--- config.mk ---
export PLATFORM = sky130hd
export DESIGN_NAME = uart_rx_cfg
export DESIGN_NICKNAME = d
export VERILOG_FILES = /design/src/rtl/uart_rx_cfg.sv
export SDC_FILE = /design/constraint.sdc
export NUM_CORES = 1
export LEC_CHECK = 0
export BUFFER_PORTS_ARGS = -buffer_cell sky130_fd_sc_hd__buf_2
export CAP_MARGIN = 10
export CORE_AREA = 3 3 66 68
export CTS_CLUSTER_DIAMETER = 150
export CTS_CLUSTER_SIZE = 12
export DETAILED_ROUTE_END_ITERATION = 8
export DIE_AREA = 0 0 69 71
export PLACE_DENSITY = 0.67
export SYNTH_ARGS = -nofsm -noshare
export SYNTH_HDL_FRONTEND = slang
export SYNTH_SLANG_ARGS = --single-unit
export TNS_END_PERCENT = 1
--- constraint.sdc ---
create_clock -name i_Clock -period 2.2 [get_ports i_Clock]
set_input_delay 0.11 -clock i_Clock [delete_from_list [all_inputs] [get_ports i_Clock]]
set_output_delay 0.11 -clock i_Clock [all_outputs]
set_load 0.05 [all_outputs]
--- src/rtl/uart_rx_cfg.sv ---
// Configurable UART receiver: 2-flop input synchroniser, 3-sample majority
// vote per bit, optional odd/even parity, 1 or 2 stop bits, and parity,
// framing and break detection. The frame completes at the decision point
// of the last stop bit, so the second half of that bit is spent in IDLE.
// Back-to-back frames are therefore accepted.
module uart_rx_cfg #(
    parameter int CLKS_PER_BIT = 217,  // >= 4
    parameter int DATA_BITS    = 8,    // 5..9
    parameter int PARITY       = 0,    // 0 none, 1 odd, 2 even
    parameter int STOP_BITS    = 1     // 1 or 2
) (
    input  logic                 i_Clock,
    input  logic                 i_Rst_n,
    input  logic                 i_RX_Serial,
    output logic                 o_RX_DV,
    output logic [DATA_BITS-1:0] o_RX_Byte,
    output logic                 o_Parity_Err,
    output logic                 o_Frame_Err,
    output logic                 o_Break,
    output logic                 o_RX_Busy
);

    localparam int CW  = $clog2(CLKS_PER_BIT);
    localparam int BW  = $clog2(DATA_BITS);
    localparam int MID = CLKS_PER_BIT / 2;

    localparam logic [CW-1:0] SMP_A    = CW'(MID - 1);
    localparam logic [CW-1:0] SMP_B    = CW'(MID);
    localparam logic [CW-1:0] DECIDE   = CW'(MID + 1);
    localparam logic [CW-1:0] CNT_LAST = CW'(CLKS_PER_BIT - 1);
    localparam logic [BW-1:0] BIT_LAST = BW'(DATA_BITS - 1);
    localparam logic          TWO_STOP = (STOP_BITS == 2);

    typedef enum logic [2:0] {
        S_IDLE,
        S_START,
        S_DATA,
        S_PAR,
        S_STOP,
        S_BRK_WAIT
    } state_e;

    logic                 sync1_q, s_q;
    state_e               state_q;
    logic [CW-1:0]        cnt_q;
    logic [CW-1:0]        cnt_d;
    logic [BW-1:0]        bit_q;
    logic                 stop_idx_q;
    logic [1:0]           smp_q;
    logic [DATA_BITS-1:0] shreg_q;
    logic                 par_q;
    logic                 stop0_q;
    logic                 ferr_q;

    logic                 dv_q, perr_q, fe_q, brk_q, busy_q;
    logic [DATA_BITS-1:0] byte_q;

    logic maj, decide, wrap;
    logic perr_d, ferr_d, brk_d, first_stop;

    // Two-flop synchroniser; idle-high line resets to 1 so reset is not a start.
    always_ff @(posedge i_Clock or negedge i_Rst_n) begin
        if (!i_Rst_n) begin
            sync1_q <= 1'b1;
            s_q     <= 1'b1;
        end else begin
            sync1_q <= i_RX_Serial;
            s_q     <= sync1_q;
        end
    end

    // First two of the three votes; the third is the live line at DECIDE.
    always_ff @(posedge i_Clock or negedge i_Rst_n) begin
        if (!i_Rst_n) begin
            smp_q <= 2'b11;
        end else begin
            if (cnt_q == SMP_A) smp_q[0] <= s_q;
            if (cnt_q == SMP_B) smp_q[1] <= s_q;
        end
    end

    // Majority vote, bit-timing strobes and frame-end status.
    always_comb begin
        maj        = (smp_q[0] & smp_q[1]) | (smp_q[0] & s_q) | (smp_q[1] & s_q);
        decide     = (cnt_q == DECIDE);
        wrap       = (cnt_q == CNT_LAST);
        cnt_d      = wrap ? '0 : cnt_q + 1'b1;
        ferr_d     = ferr_q | ~maj;
        first_stop = TWO_STOP ? stop0_q : maj;
        perr_d     = 1'b0;
        if (PARITY == 1) perr_d = ~(^shreg_q ^ par_q);
        if (PARITY == 2) perr_d = ^shreg_q ^ par_q;
        brk_d      = (shreg_q == '0) && ((PARITY == 0) || !par_q) && !first_stop;
    end

    // Receive FSM: bit counter, shift register, error tracking and outputs.
    always_ff @(posedge i_Clock or negedge i_Rst_n) begin
        if (!i_Rst_n) begin
            state_q    <= S_IDLE;
            cnt_q      <= '0;
            bit_q      <= '0;
            stop_idx_q <= 1'b0;
            shreg_q    <= '0;
            par_q      <= 1'b0;
            stop0_q    <= 1'b1;
            ferr_q     <= 1'b0;
            dv_q       <= 1'b0;
            byte_q     <= '0;
            perr_q     <= 1'b0;
            fe_q       <= 1'b0;
            brk_q      <= 1'b0;
            busy_q     <= 1'b0;
        end else begin
            dv_q  <= 1'b0;
            brk_q <= 1'b0;
            case (state_q)
                S_IDLE: begin
                    cnt_q <= '0;
                    if (!s_q) begin
                        state_q    <= S_START;
                        busy_q     <= 1'b1;
                        bit_q      <= '0;
                        stop_idx_q <= 1'b0;
                        ferr_q     <= 1'b0;
                    end
                end
                S_START: begin
                    cnt_q <= cnt_d;
                    if (decide && maj) begin
                        // Start bit did not hold low: treat as a glitch.
                        state_q <= S_IDLE;
                        busy_q  <= 1'b0;
                        cnt_q   <= '0;
                    end else if (wrap) begin
                        state_q <= S_DATA;
                    end
                end
                S_DATA: begin
                    cnt_q <= cnt_d;
                    if (decide) shreg_q <= {maj, shreg_q[DATA_BITS-1:1]};
                    if (wrap) begin
                        if (bit_q == BIT_LAST)
                            state_q <= (PARITY != 0) ? S_PAR : S_STOP;
                        else
                            bit_q <= bit_q + 1'b1;
                    end
                end
                S_PAR: begin
                    cnt_q <= cnt_d;
                    if (decide) par_q <= maj;
                    if (wrap) state_q <= S_STOP;
                end
                S_STOP: begin
                    cnt_q <= cnt_d;
                    if (decide) begin
                        if (!stop_idx_q) stop0_q <= maj;
                        if (!maj) ferr_q <= 1'b1;
                        if (stop_idx_q == TWO_STOP) begin
                            // Last stop bit decided: publish the frame now.
                            dv_q   <= 1'b1;
                            byte_q <= shreg_q;
                            perr_q <= perr_d;
                            fe_q   <= ferr_d;
                            brk_q  <= brk_d;
                            cnt_q  <= '0;
                            if (brk_d) begin
                                state_q <= S_BRK_WAIT;
                            end else begin
                                state_q <= S_IDLE;
                                busy_q  <= 1'b0;
                            end
                        end
                    end else if (wrap) begin
                        stop_idx_q <= 1'b1;
                    end
                end
                S_BRK_WAIT: begin
                    // Hold off start detection until the line returns high.
                    cnt_q <= '0;
                    if (s_q) begin
                        state_q <= S_IDLE;
                        busy_q  <= 1'b0;
                    end
                end
                default: begin
                    state_q <= S_IDLE;
                    busy_q  <= 1'b0;
                    cnt_q   <= '0;
                end
            endcase
        end
    end

    assign o_RX_DV      = dv_q;
    assign o_RX_Byte    = byte_q;
    assign o_Parity_Err = perr_q;
    assign o_Frame_Err  = fe_q;
    assign o_Break      = brk_q;
    assign o_RX_Busy    = busy_q;

endmodule

==> flow_metrics.tcl, run 1 <==
set metrics [dict create \
    start_kind "flop" \
    drt_pass1_iterations 4 \
    min_period_ps 2010 \
    cts_tree "yes" \
    cts_max_level 2 \
    viasPerCell 5.66 \
    crit_fanout 7 \
    stdcell_count 232 \
    cp-end-kind "flop" \
    worstPathArrival_ps 2180 \
    ioPinCount 16 \
    avgSynthCellArea_sq_um 11.9 \
    gp_congestion 0.852 \
    syn_nets 169 \
    antenna_found_initial 0 \
    setup_viol 0 \
    die_w_um 69 \
    cts_buffers 5 \
    synth_ff_type "dfrtp_1" \
    p_leak_nw 1.05 \
    grt_use_met2 0.232 \
    ant_nets 0 \
    startpoint "cnt_q[0]$_DFF_PN0_" \
    grt_max_degree 41 \
    fp-row-count 23 \
    p_per_area_nw_per_um2 627 \
    coreArea_sq_um 3910 \
    clk-insertion-delay-late_ps 290 \
    cts_setup_buffers 0 \
    ys_seq_area_frac 0.526 \
    worst-slew-pin-transition_ps 854 \
    drt_iter0_markers 72 \
    start_util 0.489 \
    r2r_start "cnt_q[0]$_DFF_PN0_" \
    postPlaceCellArea_sq_um 2040 \
    hp-start "sync1_q$_DFF_PN1_" \
    wire_per_inst_um 14.7 \
    areaGrowthSynthToFinish_pct 13.5 \
    clockBufferDepth 2 \
    rsz0062_at_grt "no" \
    ys_ff_latch 40 \
    final_layout_size_suffix_gt1_frac 0.313 \
    hp-class "flop to flop" \
    use_met3 0.0341 \
    worst_clock_skew_ps 4.52 \
    grt_pass1_vias 1283 \
    yosysUniqueCellTypes 48 \
    cts_num_sinks 40 \
    async_flop_share 1.00 \
    wirelength_um 3420 \
    layout_commonest_cell "dfrtp_1" \
    drc 0 \
    met1_usage 0.199 \
    netlist_area_sq_um 1910 \
    final_area_sq_um 2170 \
    cts_root_buffer "clkbuf_8" \
    fin_crit_sh 0.912 \
    hold_viol 0 \
    dp_hpwl_um 2490 \
    dp.cells 222 \
    worst_setup_hold_path_clk_slew_ps 80 \
    maxSlewHeadroom 0.431 \
    required_ps 2380 \
    vias 1312 \
    finalNetCount 189 \
    portBuffers 14 \
    clock.fmax_mhz 499 \
    outcome "complete, no violations" \
    synthCells 161 \
    gr-total-overflow 0 \
    criticalPathCategory "flop to flop" \
    ir_drop_v 0.000340 \
    drv_cap 0 \
    final_max_slew_viol_count 0 \
    grt_first_pass_wirelength_um 5940 \
    grt_util_all_layers 0.150 \
    yosys_warnings 0 \
    grt-busiest-layer "met2" \
    die_h_um 71 \
    setup_tns_ps 0 \
    diodes 0 \
    dieArea_sq_um 4900 \
    synth_edf_count 0 \
    layout_common_cells "36 x dfrtp_1, 22 x mux2_2, 17 x nor2_1" \
]
-- worst paths after layout --
path | end | slack (ps) | cells past startpoint
max | bit_q[2]$_DFFE_PN0P_ | 190 | 6
min | s_q$_DFF_PN1_ | 360 | 0
max reg2reg | bit_q[2]$_DFFE_PN0P_ | 190 | 6
min reg2reg | s_q$_DFF_PN1_ | 360 | 0
max in group asynchronous | cnt_q[2]$_DFF_PN0_ | 1200 | 2
min in group asynchronous | cnt_q[7]$_DFF_PN0_ | 470 | 2
-- final cells by class --
cell class              instances  area, sq um
multi-input cells             111          863
clock inverters                 3         46.3
repair buffers                 18          105
well taps                      50         62.6
fillers                       351         1740
clock buffers                   5         68.8
flip-flops and latches         40         1010
inverters                       5         18.8
-- what timing repair did --
item | CTS | global route
gates resized for setup | 0 | 0
hold endpoints to repair | 37 | 0
hold buffers | 2 | 0
-- power by group --
group	internal [mW]	switching (mW)
sequential	0.738	0.00197
clock	0.341	0.256
combinational	0.00404	0.0187
-- cell usage after synthesis, types with 2 or more instances --
| cell | count | area (sq um) |
|---|---|---|
| dfrtp_1 | 36 | 901 |
| mux2_2 | 22 | 248 |
| nor2_1 | 17 | 63.8 |
| and3_1 | 5 | 31.3 |
| ha_1 | 5 | 62.6 |
| inv_1 | 5 | 18.8 |
| nand3_1 | 5 | 25.0 |
| xor2_1 | 5 | 43.8 |
| dfstp_2 | 4 | 105 |
| nand2_1 | 4 | 15.0 |
| a21oi_1 | 3 | 15.0 |
| nand4_1 | 3 | 18.8 |
| nor3_1 | 3 | 15.0 |
| and2_1 | 2 | 12.5 |
| buf_2 | 2 | 10.0 |
| clkbuf_1 | 2 | 7.51 |
| nand2b_1 | 2 | 12.5 |
| nor2b_1 | 2 | 12.5 |
| nor4_1 | 2 | 12.5 |
| nor4b_1 | 2 | 17.5 |
| o21ai_0 | 2 | 10.0 |
| or4_1 | 2 | 15.0 |
-- logic make-up (layout without fill, tap and decap cells) --
| logic type | count (synthesis) | in the layout | share of synthesized area |
|---|---|---|---|
| AND/OR/NAND/NOR | 58 | 58 | 0.182 |
| AO/OA/AOI/OAI | 18 | 18 | 0.0726 |
| flip-flops | 40 | 40 | 0.526 |
| XOR/XNOR | 6 | 6 | 0.0275 |
| adder cells (fa/ha/maj) | 6 | 6 | 0.0379 |
| buffers and inverters | 10 | 31 | 0.0229 |
| multiplexers | 22 | 22 | 0.129 |
| other | 1 | 1 | 0.00196 |
-- worst max-delay path, stage by stage (launching register included) --
cell and delay, ps:
dfrtp_1 460, inv_1 80, ha_1 220, and4b_1 220
nor4b_1 160, o21ai_0 370, mux2_2 390
-- per-stage QoR --
step / hold WS [ps] / power, mW / util / worst slack [ps]
after floorplan: -186 / 0.760 / - / 414
after detailed placement: 220 / 0.776 / 0.520 / 190
after global routing: 368 / 1.43 / 0.555 / 52.2
final: 360 / 1.36 / 0.555 / 194
after CTS: 365 / 1.39 / 0.555 / 166
after global placement: 214 / 0.775 / 0.520 / 280
-- registers in the layout, indices dropped and copies added, names as in the netlist --
| register | flops |
|---|---|
| smp_q | 2 |
| o_RX_Byte | 8 |
| state_q | 3 |
| o_Break | 1 |
| o_RX_DV | 1 |
| cnt_q | 8 |
| bit_q | 3 |
| shreg_q | 8 |
| sync1_q | 1 |
| ferr_q | 1 |
| stop_idx_q | 1 |
| o_Frame_Err | 1 |
| o_RX_Busy | 1 |
| s_q | 1 |
-- metal layers --
| metal | part of all wire | up-vias | wire length [um] |
|---|---|---|---|
| met5 | 0 | - | 0 |
| met4 | 0.022 | 0 | 75 |
| met3 | 0.048 | 15 | 165 |
| met2 | 0.49 | 41 | 1670 |
| met1 | 0.44 | 635 | 1510 |
| li1 | - | 621 | - |
Power figures use the tool's default switching activity.
==> inputs of run 2 (changes only) <==
--- a/config.mk
+++ b/config.mk
@@ -13,6 +13,7 @@
 export DETAILED_ROUTE_END_ITERATION = 8
 export DIE_AREA = 0 0 69 71
 export PLACE_DENSITY = 0.67
+export REMOVE_ABC_BUFFERS = 1
 export SYNTH_ARGS = -nofsm -noshare
 export SYNTH_HDL_FRONTEND = slang
 export SYNTH_SLANG_ARGS = --single-unit
==> run 2 against run 1 <==
Worst hold slack lost 2.1 ps. Power decreased by 8.2%. Clock-buffer cell count rose by 3. Combinational power about the same. Sequential cell count unchanged. Worst setup slack got worse by 2.4 ps. Non-clock buffer count is 1 higher. Final cell count increased by 0.43%. Register-to-register slack hardly changed. Clock power is 19% lower. Via count decreased by 0.53%. Largest cell class unchanged. Critical endpoint is now o_RX_Byte[7]$_DFFE_PN0P_. Fmax down 0.12%.
==> flow_metrics.tcl, run 2 (same netlist as run 1, synthesis figures left out) <==
set metrics [dict create \
    gr-total-overflow 0 \
    cts_resized 0 \
    cp-end-kind "flop" \
    final_max_slew_viol_count 0 \
    stdcell_count 233 \
    diodes 0 \
    worst_clock_skew_ps 5.57 \
    reg2reg_to "o_RX_Byte[7]$_DFFE_PN0P_" \
    crit_fanout 10 \
    final_layout_size_suffix_gt1_frac 0.306 \
    drt_iter0_markers 154 \
    grt_pass1_vias 1338 \
    holdPathEnd "s_q$_DFF_PN1_" \
    multi_input_area_sq_um 863 \
    layout_commonest_cell "dfrtp_1" \
    p_leak_nw 1.04 \
    nFillCells 344 \
    clockBufferDepth 2 \
    max_stage_delay_ps 440 \
    seq_area_sq_um 1010 \
    dp.cells 223 \
    ioPinCount 16 \
    hold_viol 0 \
    criticalPathCategory "flop to flop" \
    gp_congestion 0.821 \
    outcome "complete, no violations" \
    hp-start "sync1_q$_DFF_PN1_" \
    drv_cap 0 \
    r2r_start "cnt_q[1]$_DFF_PN0_" \
    finalNetCount 190 \
    cts_root_buffer "clkbuf_8" \
    setup_viol 0 \
    hp-class "flop to flop" \
    clk-insertion-delay-late_ps 280 \
    postPlaceCellArea_sq_um 2040 \
    cts_max_level 2 \
    startpoint "cnt_q[1]$_DFF_PN0_" \
    p_per_area_nw_per_um2 580 \
    die_w_um 69 \
    fp-row-count 23 \
    wire_per_inst_um 15.2 \
    grt_first_pass_wirelength_um 6150 \
    drc 0 \
    fin_crit_sh 0.913 \
    grt_max_degree 41 \
    worst-slew-pin-transition_ps 872 \
    layout_common_cells "36 x dfrtp_1, 22 x mux2_2, 17 x nor2_1" \
    cts_num_sinks 40 \
    rsz0062_at_grt "no" \
    dieArea_sq_um 4900 \
    grt_util_all_layers 0.156 \
    coreArea_sq_um 3910 \
    cp_slowest_cell "nor3_4" \
    worstPathArrival_ps 2170 \
    required_ps 2370 \
    die_h_um 71 \
    worst_setup_hold_path_clk_slew_ps 70 \
    fin_total_pwr_mw 1.25 \
    wirelength_um 3530 \
    start_util 0.489 \
    cp_cell_sequence "inv_1 > ha_1 > and3_1 > nand2_4 > nor3_4 > mux2_2" \
    ir_drop_v 0.000373 \
    viasPerCell 5.60 \
    dp_hpwl_um 2470 \
    areaGrowthSynthToFinish_pct 12.6 \
    ff2ff_setup_slack_ps 190 \
    portBuffers 14 \
    worstHoldPathCells 0 \
    r2r_cells 6 \
    maxSlewHeadroom 0.419 \
    vias 1305 \
    cts_tree "yes" \
    final_area_sq_um 2150 \
    drt_pass1_iterations 4 \
    clock.fmax_mhz 498 \
    min_period_ps 2010 \
    ant_nets 0 \
    cts_buffers 5 \
    postLayoutCoreUtil 0.550 \
    start_kind "flop" \
    antenna_found_initial 0 \
    setup_tns_ps 0 \
]
## run 2: cell types whose count changed in the layout (fill, tap and decap cells not counted)
cell        change
clkbuf_8        +1
clkbuf_1        +2
clkinvlp_4      -1
buf_4           +1
bufinv_16       -1
inv_6           -1
## run 2: critical path: cells and delay by family (launching register included)
family / cells / cell delay (ps)
flip-flops: 1 / 430
multiplexers: 1 / 400
AND/OR/NAND/NOR: 3 / 810
buffers and inverters: 1 / 100
adder cells (fa/ha/maj): 1 / 130
## run 2: final cells by class
cell class,count,share of cell area
clock buffers,8,0.0418
inverters,5,0.00872
multi-input cells,111,0.401
flip-flops and latches,40,0.467
well taps,50,0.0291
repair buffers,19,0.0523
## run 2: worst max path at each step
| stage | endpoint | slack, ps |
|---|---|---|
| 3_5_place_dp | o_RX_Byte[0]$_DFFE_PN0P_ | 190 |
| 6_report | o_RX_Byte[7]$_DFFE_PN0P_ | 190 |
| 2_1_floorplan | o_Frame_Err$_DFFE_PN0P_ | 410 |
| 3_3_place_gp | o_RX_Byte[6]$_DFFE_PN0P_ | 260 |
| 5_1_grt | bit_q[1]$_DFFE_PN0P_ | 80 |
| 4_1_cts | o_RX_Byte[7]$_DFFE_PN0P_ | 160 |
## run 2: power by group
group | leakage (nW) | switching [mW] | internal [mW]
Combinational | 0.472 | 0.0188 | 0.00404
Sequential | 0.525 | 0.00219 | 0.739
Clock | 0.0455 | 0.230 | 0.256
## run 2: layer usage
metal  up-vias  wire length [um]  part of all wire  GRT usage
li1        621                 -                 -          -
met2        23              1710              0.48      0.257
met1       655              1660              0.47      0.199
met4         0                40             0.011     0.0564
met5         -                 0                 0          0
met3         6               131             0.037     0.0398
## run 2: through the flow
stage	worst slack (ps)	hold WS [ps]
2_1_floorplan	414	-186
3_3_place_gp	262	216
3_5_place_dp	188	217
4_1_cts	160	359
5_1_grt	83.4	365
6_report	192	358
## run 2: what timing repair did
item,4_1_cts,5_1_grt
buffers inserted,0,0
hold buffers,2,0
endpoints found under the hold margin,37,0
==> inputs of run 3 (changes only) <==
==> constraint.sdc (replaced) <==
create_clock -name i_Clock -period 2.6 [get_ports i_Clock]
set_input_delay 0.13 -clock i_Clock [delete_from_list [all_inputs] [get_ports i_Clock]]
set_output_delay 0.13 -clock i_Clock [all_outputs]
set_load 0.05 [all_outputs]
==> run 3 against run 2 <==
Critical path depth unchanged. Core utilization decreased by 0.64 points. Global-route usage is 0.091 points higher. Die area is the same. Register-to-register slack better by 350 ps.
==> flow_metrics.tcl, run 3 (same netlist as run 1, synthesis figures left out) <==
set metrics [dict create \
    rsz0062_at_grt "no" \
    ff2ff_setup_slack_ps 540 \
    p_int_mw 0.815 \
    drt_iter0_markers 89 \
    nFillCells 350 \
    cts_setup_buffers 0 \
    antenna_found_initial 0 \
    cts_buffers 5 \
    viasPerCell 5.49 \
    clock.fmax_mhz 486 \
    p_leak_nw 1.03 \
    hold_viol 0 \
    path_buf_inv 1 \
    cp_cell_sequence "inv_1 > ha_1 > and3_1 > nand2_4 > nor3_4 > mux2_2" \
    critPathTopFamily "simple AND/OR/NAND/NOR gates" \
    setup_tns_ps 0 \
    outcome "complete, no violations" \
    maxSlewHeadroom 0.429 \
    die_w_um 69 \
    ir_drop_v 0.000359 \
    worst_setup_hold_path_clk_slew_ps 80 \
    required_ps 2780 \
    diodes 0 \
    layout_common_cells "36 x dfrtp_1, 22 x mux2_2, 17 x nor2_1" \
    dieArea_sq_um 4900 \
    cts_root_buffer "clkbuf_8" \
    areaGrowthSynthToFinish_pct 11.2 \
    stdcell_count 230 \
    criticalPathCategory "flop to flop" \
    fin_crit_sh 0.791 \
    grt_pass1_vias 1314 \
    coreArea_sq_um 3910 \
    fp-row-count 23 \
    ioPinCount 16 \
    switching_power_mw 0.230 \
    worst-slew-pin-transition_ps 856 \
    grt_first_pass_wirelength_um 6130 \
    crit_fanout 10 \
    start_util 0.489 \
    layout_commonest_cell "dfrtp_1" \
    clockPowerShare 0.382 \
    seqPwrFrac 0.600 \
    p_comb_frac 0.018 \
    cts_max_level 2 \
    grt_util_all_layers 0.157 \
    min_period_ps 2060 \
    dp.cells 220 \
    setup_viol 0 \
    die_h_um 71 \
    max_stage_delay_ps 460 \
    worstPathArrival_ps 2240 \
    drt_pass1_iterations 4 \
    grt_max_degree 41 \
    clockBufferDepth 2 \
    start_kind "flop" \
    ant_nets 0 \
    cts_tree "yes" \
    wire_per_inst_um 15.2 \
    cts_resized 0 \
    finalNetCount 187 \
    final_max_slew_viol_count 0 \
    hp-class "flop to flop" \
    switching_share 0.220 \
    cp_slowest_cell "nor3_4" \
    gr-total-overflow 0 \
    worst_clock_skew_ps 7.96 \
    clk-insertion-delay-late_ps 290 \
    vias 1262 \
    p_per_area_nw_per_um2 491 \
    cp-end-kind "flop" \
    wirelength_um 3490 \
    dp_hpwl_um 2460 \
    drc 0 \
    drv_cap 0 \
    portBuffers 14 \
    cts_num_sinks 40 \
    final_layout_size_suffix_gt1_frac 0.306 \
    gp_congestion 0.801 \
]
-- run 3: repair_timing --
| item | CTS | global route |
|---|---|---|
| endpoints found under the setup margin | 0 | 0 |
| hold buffers | 2 | 0 |
| endpoints found under the hold margin | 37 | 0 |
-- run 3: final cells by class --
| type | count | area, sq um | area share |
|---|---|---|---|
| Clock inverter | 3 | 18.8 | 0.00882 |
| Sequential cell | 40 | 1010 | 0.473 |
| Multi-Input combinational cell | 111 | 863 | 0.406 |
| Clock buffer | 5 | 68.8 | 0.0323 |
| Timing Repair Buffer | 16 | 90.1 | 0.0423 |
| Inverter | 5 | 18.8 | 0.00882 |
| Tap cell | 50 | 62.6 | 0.0294 |
-- run 3: per-stage QoR --
| stage | total power, mW | area [sq um] | setup WS [ps] | util | hold slack [ps] |
|---|---|---|---|---|---|
| 2_1_floorplan | 0.642 | 1890 | 814 | - | -166 |
| 3_3_place_gp | 0.656 | 2020 | 640 | 0.516 | 237 |
| 3_5_place_dp | 0.657 | 2020 | 543 | 0.516 | 237 |
| 4_1_cts | 1.06 | 2130 | 537 | 0.544 | 360 |
| 5_1_grt | 1.09 | 2130 | 435 | 0.544 | 367 |
| 6_report | 1.04 | 2130 | 544 | 0.544 | 358 |
-- run 3: path summary, 6_finish.rpt --
check	start	to	cells after the start
setup / recovery	cnt_q[1]$_DFF_PN0_	o_RX_Byte[4]$_DFFE_PN0P_	6
hold / removal	sync1_q$_DFF_PN1_	s_q$_DFF_PN1_	0
setup reg to reg	cnt_q[1]$_DFF_PN0_	o_RX_Byte[4]$_DFFE_PN0P_	6
hold reg to reg	sync1_q$_DFF_PN1_	s_q$_DFF_PN1_	0
max in group asynchronous	i_Rst_n	o_RX_Byte[6]$_DFFE_PN0P_	2
min in group asynchronous	i_Rst_n	cnt_q[5]$_DFF_PN0_	2
-- run 3: worst reg2reg max path, stage by stage (launching register included) --
cell     delay [ps]
dfrtp_1         430
inv_1           100
ha_1            150
and3_1          300
nand2_4         110
nor3_4          460
mux2_2          410
-- run 3: metal layers --
| layer | wire length (um) | global-route usage | vias up |
|---|---|---|---|
| met5 | 0 | 0 | - |
| met4 | 68 | 0.0716 | 0 |
| met3 | 126 | 0.0483 | 8 |
| met2 | 1700 | 0.246 | 28 |
| met1 | 1590 | 0.200 | 614 |
| li1 | - | - | 612 |
-- run 3: power groups by stage --
stage               Combinational (mW)  Clock (mW)  Sequential (mW)
global placement                0.0176           0            0.638
CTS                             0.0203       0.415            0.626
finish                          0.0192       0.399            0.626
detailed placement              0.0183           0            0.638
floorplan                      0.00428           0            0.638
global route                    0.0226       0.442            0.626
